===== src/rtl/direction_input_scheduler.sv =====
// Direction input scheduler for the snake game. Arbitrates the direction buttons,
// rejects duplicate and reversing turns, queues accepted turns and releases one per game tick.
module direction_input_scheduler #(
  parameter int         QUEUE_DEPTH = 2,
  parameter int         CNT_W       = 2,
  parameter logic [1:0] INIT_DIR    = 2'b11
) (
  input  logic             clock_25,
  input  logic             reset,
  input  logic             btn_up,
  input  logic             btn_down,
  input  logic             btn_left,
  input  logic             btn_right,
  input  logic             game_tick,
  input  logic             game_over,
  input  logic             restart,
  output logic [1:0]       direction,
  output logic             moving,
  output logic [CNT_W-1:0] queue_count,
  output logic             drop
);

  localparam int PTR_W = (QUEUE_DEPTH > 1) ? $clog2(QUEUE_DEPTH) : 1;
  localparam logic [CNT_W-1:0] DEPTH_C = CNT_W'(QUEUE_DEPTH);

  typedef enum logic [1:0] {S_READY, S_RUN, S_FROZEN} state_t;

  state_t           r_state;
  logic [1:0]       r_fifo [QUEUE_DEPTH];
  logic [PTR_W-1:0] r_wr_ptr;
  logic [PTR_W-1:0] r_rd_ptr;
  logic [CNT_W-1:0] r_count;
  logic [1:0]       r_direction;
  logic             r_moving;
  logic             r_drop;

  logic             w_any;
  logic [1:0]       w_req;
  logic [1:0]       w_tail;
  logic [1:0]       w_ref;
  logic             w_full;
  logic             w_pop;
  logic             w_press;
  logic             w_reject;
  logic             w_push;
  logic             w_drop;

  // Fixed priority up > down > left > right; the losers are discarded silently.
  always_comb begin
    w_any = btn_up | btn_down | btn_left | btn_right;
    if (btn_up)         w_req = 2'b00;
    else if (btn_down)  w_req = 2'b01;
    else if (btn_left)  w_req = 2'b10;
    else                w_req = 2'b11;
  end

  assign w_tail   = r_fifo[r_wr_ptr - PTR_W'(1)];
  assign w_ref    = (r_count != '0) ? w_tail : r_direction;
  assign w_full   = (r_count == DEPTH_C);
  assign w_pop    = (r_state == S_RUN) && game_tick && !game_over && !restart && (r_count != '0);
  assign w_press  = w_any && !restart &&
                    ((r_state == S_READY) || ((r_state == S_RUN) && !game_over));
  // A full queue still accepts when the same edge pops the head.
  assign w_reject = (w_req == w_ref) || (w_req == {w_ref[1], ~w_ref[0]}) || (w_full && !w_pop);
  assign w_push   = w_press && !w_reject;
  assign w_drop   = w_press && w_reject;

  always_ff @(posedge clock_25) begin
    if (w_push) r_fifo[r_wr_ptr] <= w_req;
  end

  always_ff @(posedge clock_25 or negedge reset) begin
    if (!reset) begin
      r_state     <= S_READY;
      r_direction <= INIT_DIR;
      r_moving    <= 1'b0;
      r_count     <= '0;
      r_drop      <= 1'b0;
      r_wr_ptr    <= '0;
      r_rd_ptr    <= '0;
    end else if (restart) begin
      r_state     <= S_READY;
      r_direction <= INIT_DIR;
      r_moving    <= 1'b0;
      r_count     <= '0;
      r_drop      <= 1'b0;
      r_wr_ptr    <= '0;
      r_rd_ptr    <= '0;
    end else begin
      r_drop <= w_drop;
      if (w_push) r_wr_ptr <= r_wr_ptr + PTR_W'(1);
      if (w_pop) begin
        r_rd_ptr    <= r_rd_ptr + PTR_W'(1);
        r_direction <= r_fifo[r_rd_ptr];
      end
      if (w_push && !w_pop)      r_count <= r_count + CNT_W'(1);
      else if (w_pop && !w_push) r_count <= r_count - CNT_W'(1);

      case (r_state)
        S_READY: begin
          if (w_push) begin
            r_state  <= S_RUN;
            r_moving <= 1'b1;
          end
        end
        S_RUN: begin
          if (game_over) begin
            r_state  <= S_FROZEN;
            r_moving <= 1'b0;
            r_count  <= '0;
            r_wr_ptr <= '0;
            r_rd_ptr <= '0;
          end
        end
        S_FROZEN: ;
        default: begin
          r_state  <= S_READY;
          r_moving <= 1'b0;
        end
      endcase
    end
  end

  assign direction   = r_direction;
  assign moving      = r_moving;
  assign queue_count = r_count;
  assign drop        = r_drop;

endmodule


===== config.mk =====
export PLATFORM = sky130hd
export DESIGN_NAME = direction_input_scheduler
export DESIGN_NICKNAME = d
export VERILOG_FILES = /design/src/rtl/direction_input_scheduler.sv
export SDC_FILE = /design/constraint.sdc
export NUM_CORES = 1
export LEC_CHECK = 0
export BUFFER_PORTS_ARGS = -buffer_cell sky130_fd_sc_hd__clkbuf_2
export CORE_MARGIN = 2
export CORE_UTILIZATION = 41
export CTS_CLUSTER_DIAMETER = 200
export DETAILED_ROUTE_END_ITERATION = 16
export PLACE_DENSITY_LB_ADDON = 0.15
export SLEW_MARGIN = 10
export SYNTH_ARGS = -nofsm -noshare
export SYNTH_HDL_FRONTEND = slang
export SYNTH_SLANG_ARGS = --single-unit

===== constraint.sdc =====
create_clock -name clock_25 -period 2.1 [get_ports clock_25]
set_clock_uncertainty 0.05 [all_clocks]
set_input_delay 0.21 -clock clock_25 [delete_from_list [all_inputs] [get_ports clock_25]]
set_output_delay 0.21 -clock clock_25 [all_outputs]
set_load 0.05 [all_outputs]

==> qor.yml <==
status: "finished clean"
fmax_mhz: 490
ys_seq_area_frac: 0.488
slew_violations: 0
slew_headroom: 0.567
first_pass_iters: 4
rsz0062_at_grt: "no"
period_minus_slack_ps: 2040
portBuffers: 14
grt_pass1_vias: 542
hpwlAfterDp_um: 1100
p_int_w: 0.000439
setup_violations: 0
cp_cell_sequence: "inv_1, ha_2, and2b_1, a211o_1, a211oi_4, ha_2"
synth_top_area_share: 0.246
ctsRootBufferMaster: "clkbuf_4"
clkTransAtPathRegs_ps: 90
grt_max_degree: 10
yosysTopAreaCell: "dfrtp_1"
htree_num_levels: 1
syn2layout_area_growth_pct: 20.0
synth_seq_cells: 13
clkLatencyLatePin_ps: 280
grt.total_usage: 0.173
place_area_sq_um: 820
syn-instance-count: 68
clock_path_buffers: 2
antenna_found_initial: 0
num_rows: 15
synth.distinct_cells: 23
p_leak_nw: 0.398
fin_crit_sh: 0.973
drive_above_1_share: 0.307
grt_pass1_wl_um: 2480
end_kind: "register"
routedWlPerCell_um: 13.7
switchingPower_w: 0.000242
worst_pin_slew_ps: 643
final_util: 0.507
first_iter_violations: 10
ir_worst_vdd_mv: 0.335
cts_tree: "yes"
comb_power_share: 0.311
die_x_um: 45.7
worstPathMaxFanout: 5
synth.avg_cell_area_sq_um: 10.5
io_pins: 15
cp-start-kind: "register"
fin_area_sq_um: 856
crit_arrival_ps: 1990
crit_required_ps: 2050
cts_num_sinks: 13
yosysWarnings: 0
diodes: 0
postCtsSetupBuffers: 0
gp_congestion: 0.790
die_area_sq_um: 2090
start_util: 0.422
syn-cell-area_sq_um: 713
seqPwrFrac: 0.453
swShare: 0.355
cpMaxStageDelayCell: "dfrtp_2"
powerDensity_nw_per_um2: 795
ant_nets: 0
cpMostUsedCell: "ha_2"
vias_per_cell: 5.27
vias: 553
worst_path_largest_cell_delay_ps: 400
synthTopCellsByArea: "dfrtp_1 25%, edfxtp_1 17%, dfstp_2 7.4%, ha_1 7.0%, mux2i_1 5.6%"
nets: 102
drt_wl_total_um: 1440
fp.dieH_um: 45.7
overflow: 0
clkPwrFrac: 0.236
syn_nets: 81
crit_type: "reg2reg"
fin_tns_setup_ps: 0
hold_viol: 0
drcViolationCount: 0
coreArea_sq_um: 1690
numCtsBuffers: 3
maxCapViolations: 0
min_path_type: "in2reg"
-- synthesized netlist by cell type --
| cell | number |
|---|---|
| a21oi_1 | 4 |
| nand2_1 | 6 |
| a31oi_1 | 1 |
| and2b_1 | 2 |
| dfrtp_1 | 7 |
| a211oi_4 | 1 |
| a41oi_1 | 1 |
| a211o_1 | 1 |
| a22oi_1 | 1 |
| o211ai_1 | 3 |
| ha_1 | 4 |
| nand3b_1 | 1 |
| nor2_1 | 9 |
| nand3_1 | 1 |
| a211oi_1 | 2 |
| xnor2_1 | 2 |
| mux2i_1 | 4 |
| edfxtp_1 | 4 |
| nand4_1 | 1 |
| inv_1 | 9 |
| o41ai_2 | 1 |
| xor2_1 | 1 |
| dfstp_2 | 2 |
-- layout make-up --
| class | instances | area [sq um] |
|---|---|---|
| sequential | 13 | 350 |
| tap | 17 | 21.3 |
| clock buffer | 4 | 26.3 |
| inverter | 9 | 33.8 |
| timing repair buffer | 16 | 87.6 |
| multi-input combinational | 46 | 337 |
| fill | 162 | 833 |
-- critical path: cells and delay by family, from the launching register on --
kind,cells,cell delay [ps]
adders and majority gates,2,450
and+or+nand+nor,1,160
AOI/OAI and AO/OA,2,630
buffers and inverters,1,60
DFF,1,400
-- final timing paths --
path                                          startpoint                        to  slack [ps]  depth (start not counted)
worst max-delay path            queue_count[1]$_DFF_PN0_    r_fifo[0][0]$_DFFE_PP_          60                          6
worst min-delay path                             restart    r_state[1]$_DFFE_PN0P_          80                          2
worst max register to register  queue_count[1]$_DFF_PN0_    r_fifo[0][0]$_DFFE_PP_          60                          6
worst min register to register  direction[0]$_DFFE_PN1P_  direction[0]$_DFFE_PN1P_         450                          2
max in group asynchronous                          reset  direction[0]$_DFFE_PN1P_        1470                          2
min in group asynchronous                          reset        r_rd_ptr$_DFF_PN0_         270                          2
-- layout by cell type, fill, tap and decap left out, types with 3 or more instances in the layout --
cell type and n:
a21oi_1 4, nor2_1 9, mux2i_1 4, clkbuf_4 3
inv_1 8, dfrtp_1 5, edfxtp_1 4, o211ai_1 3
nand2_1 6, clkbuf_2 14
-- through the flow --
stage          instances  hold slack, ps  power [W]  setup slack (ps)
2_1_floorplan         68            -136   0.000469              12.1
3_3_place_gp         100            36.1   0.000522               145
3_5_place_dp         100            35.6   0.000522               108
4_1_cts              105            82.0   0.000681              68.6
5_1_grt              105            88.1   0.000721              13.0
6_report             105            82.4   0.000681              57.3
-- logic make-up after synthesis --
group           count (synthesis)  share of synthesized area
simple gates                   20                      0.126
compound gates                 15                      0.175
flops                          13                      0.488
buf+inv                         9                     0.0474
mux                             4                     0.0561
fa+ha+maj                       4                     0.0702
xor+xnor                        3                     0.0368
-- state kept, by name, indices dropped and copies added, names as in the netlist --
signal and cells:
r_state 1, direction 2, moving 1, r_wr_ptr 1, drop 1, r_fifo 4, queue_count 2, r_rd_ptr 1
-- per-layer routing --
metal,vias to the layer above,global-route usage,part of all wire
li1,279,-,-
met1,253,0.224,0.46
met2,17,0.268,0.48
met3,4,0.0437,0.051
met4,0,0.0857,0.017
met5,-,0,0
-- power groups by stage --
stage	clock [W]	sequential, W	combinational (W)
after detailed placement	0	0.000314	0.000208
after global placement	0	0.000313	0.000209
after CTS	0.000161	0.000309	0.000212
final	0.000160	0.000308	0.000212
after global routing	0.000174	0.000312	0.000235
after floorplan	0	0.000353	0.000116
-- repair_timing --
action / CTS / global route
hold buffers: 1 / 0
gates resized for setup: 0 / 0
endpoints found under the hold margin: 9 / 0
setup endpoints to repair: 0 / 0
No activity file was read; power rests on OpenSTA's default activity.
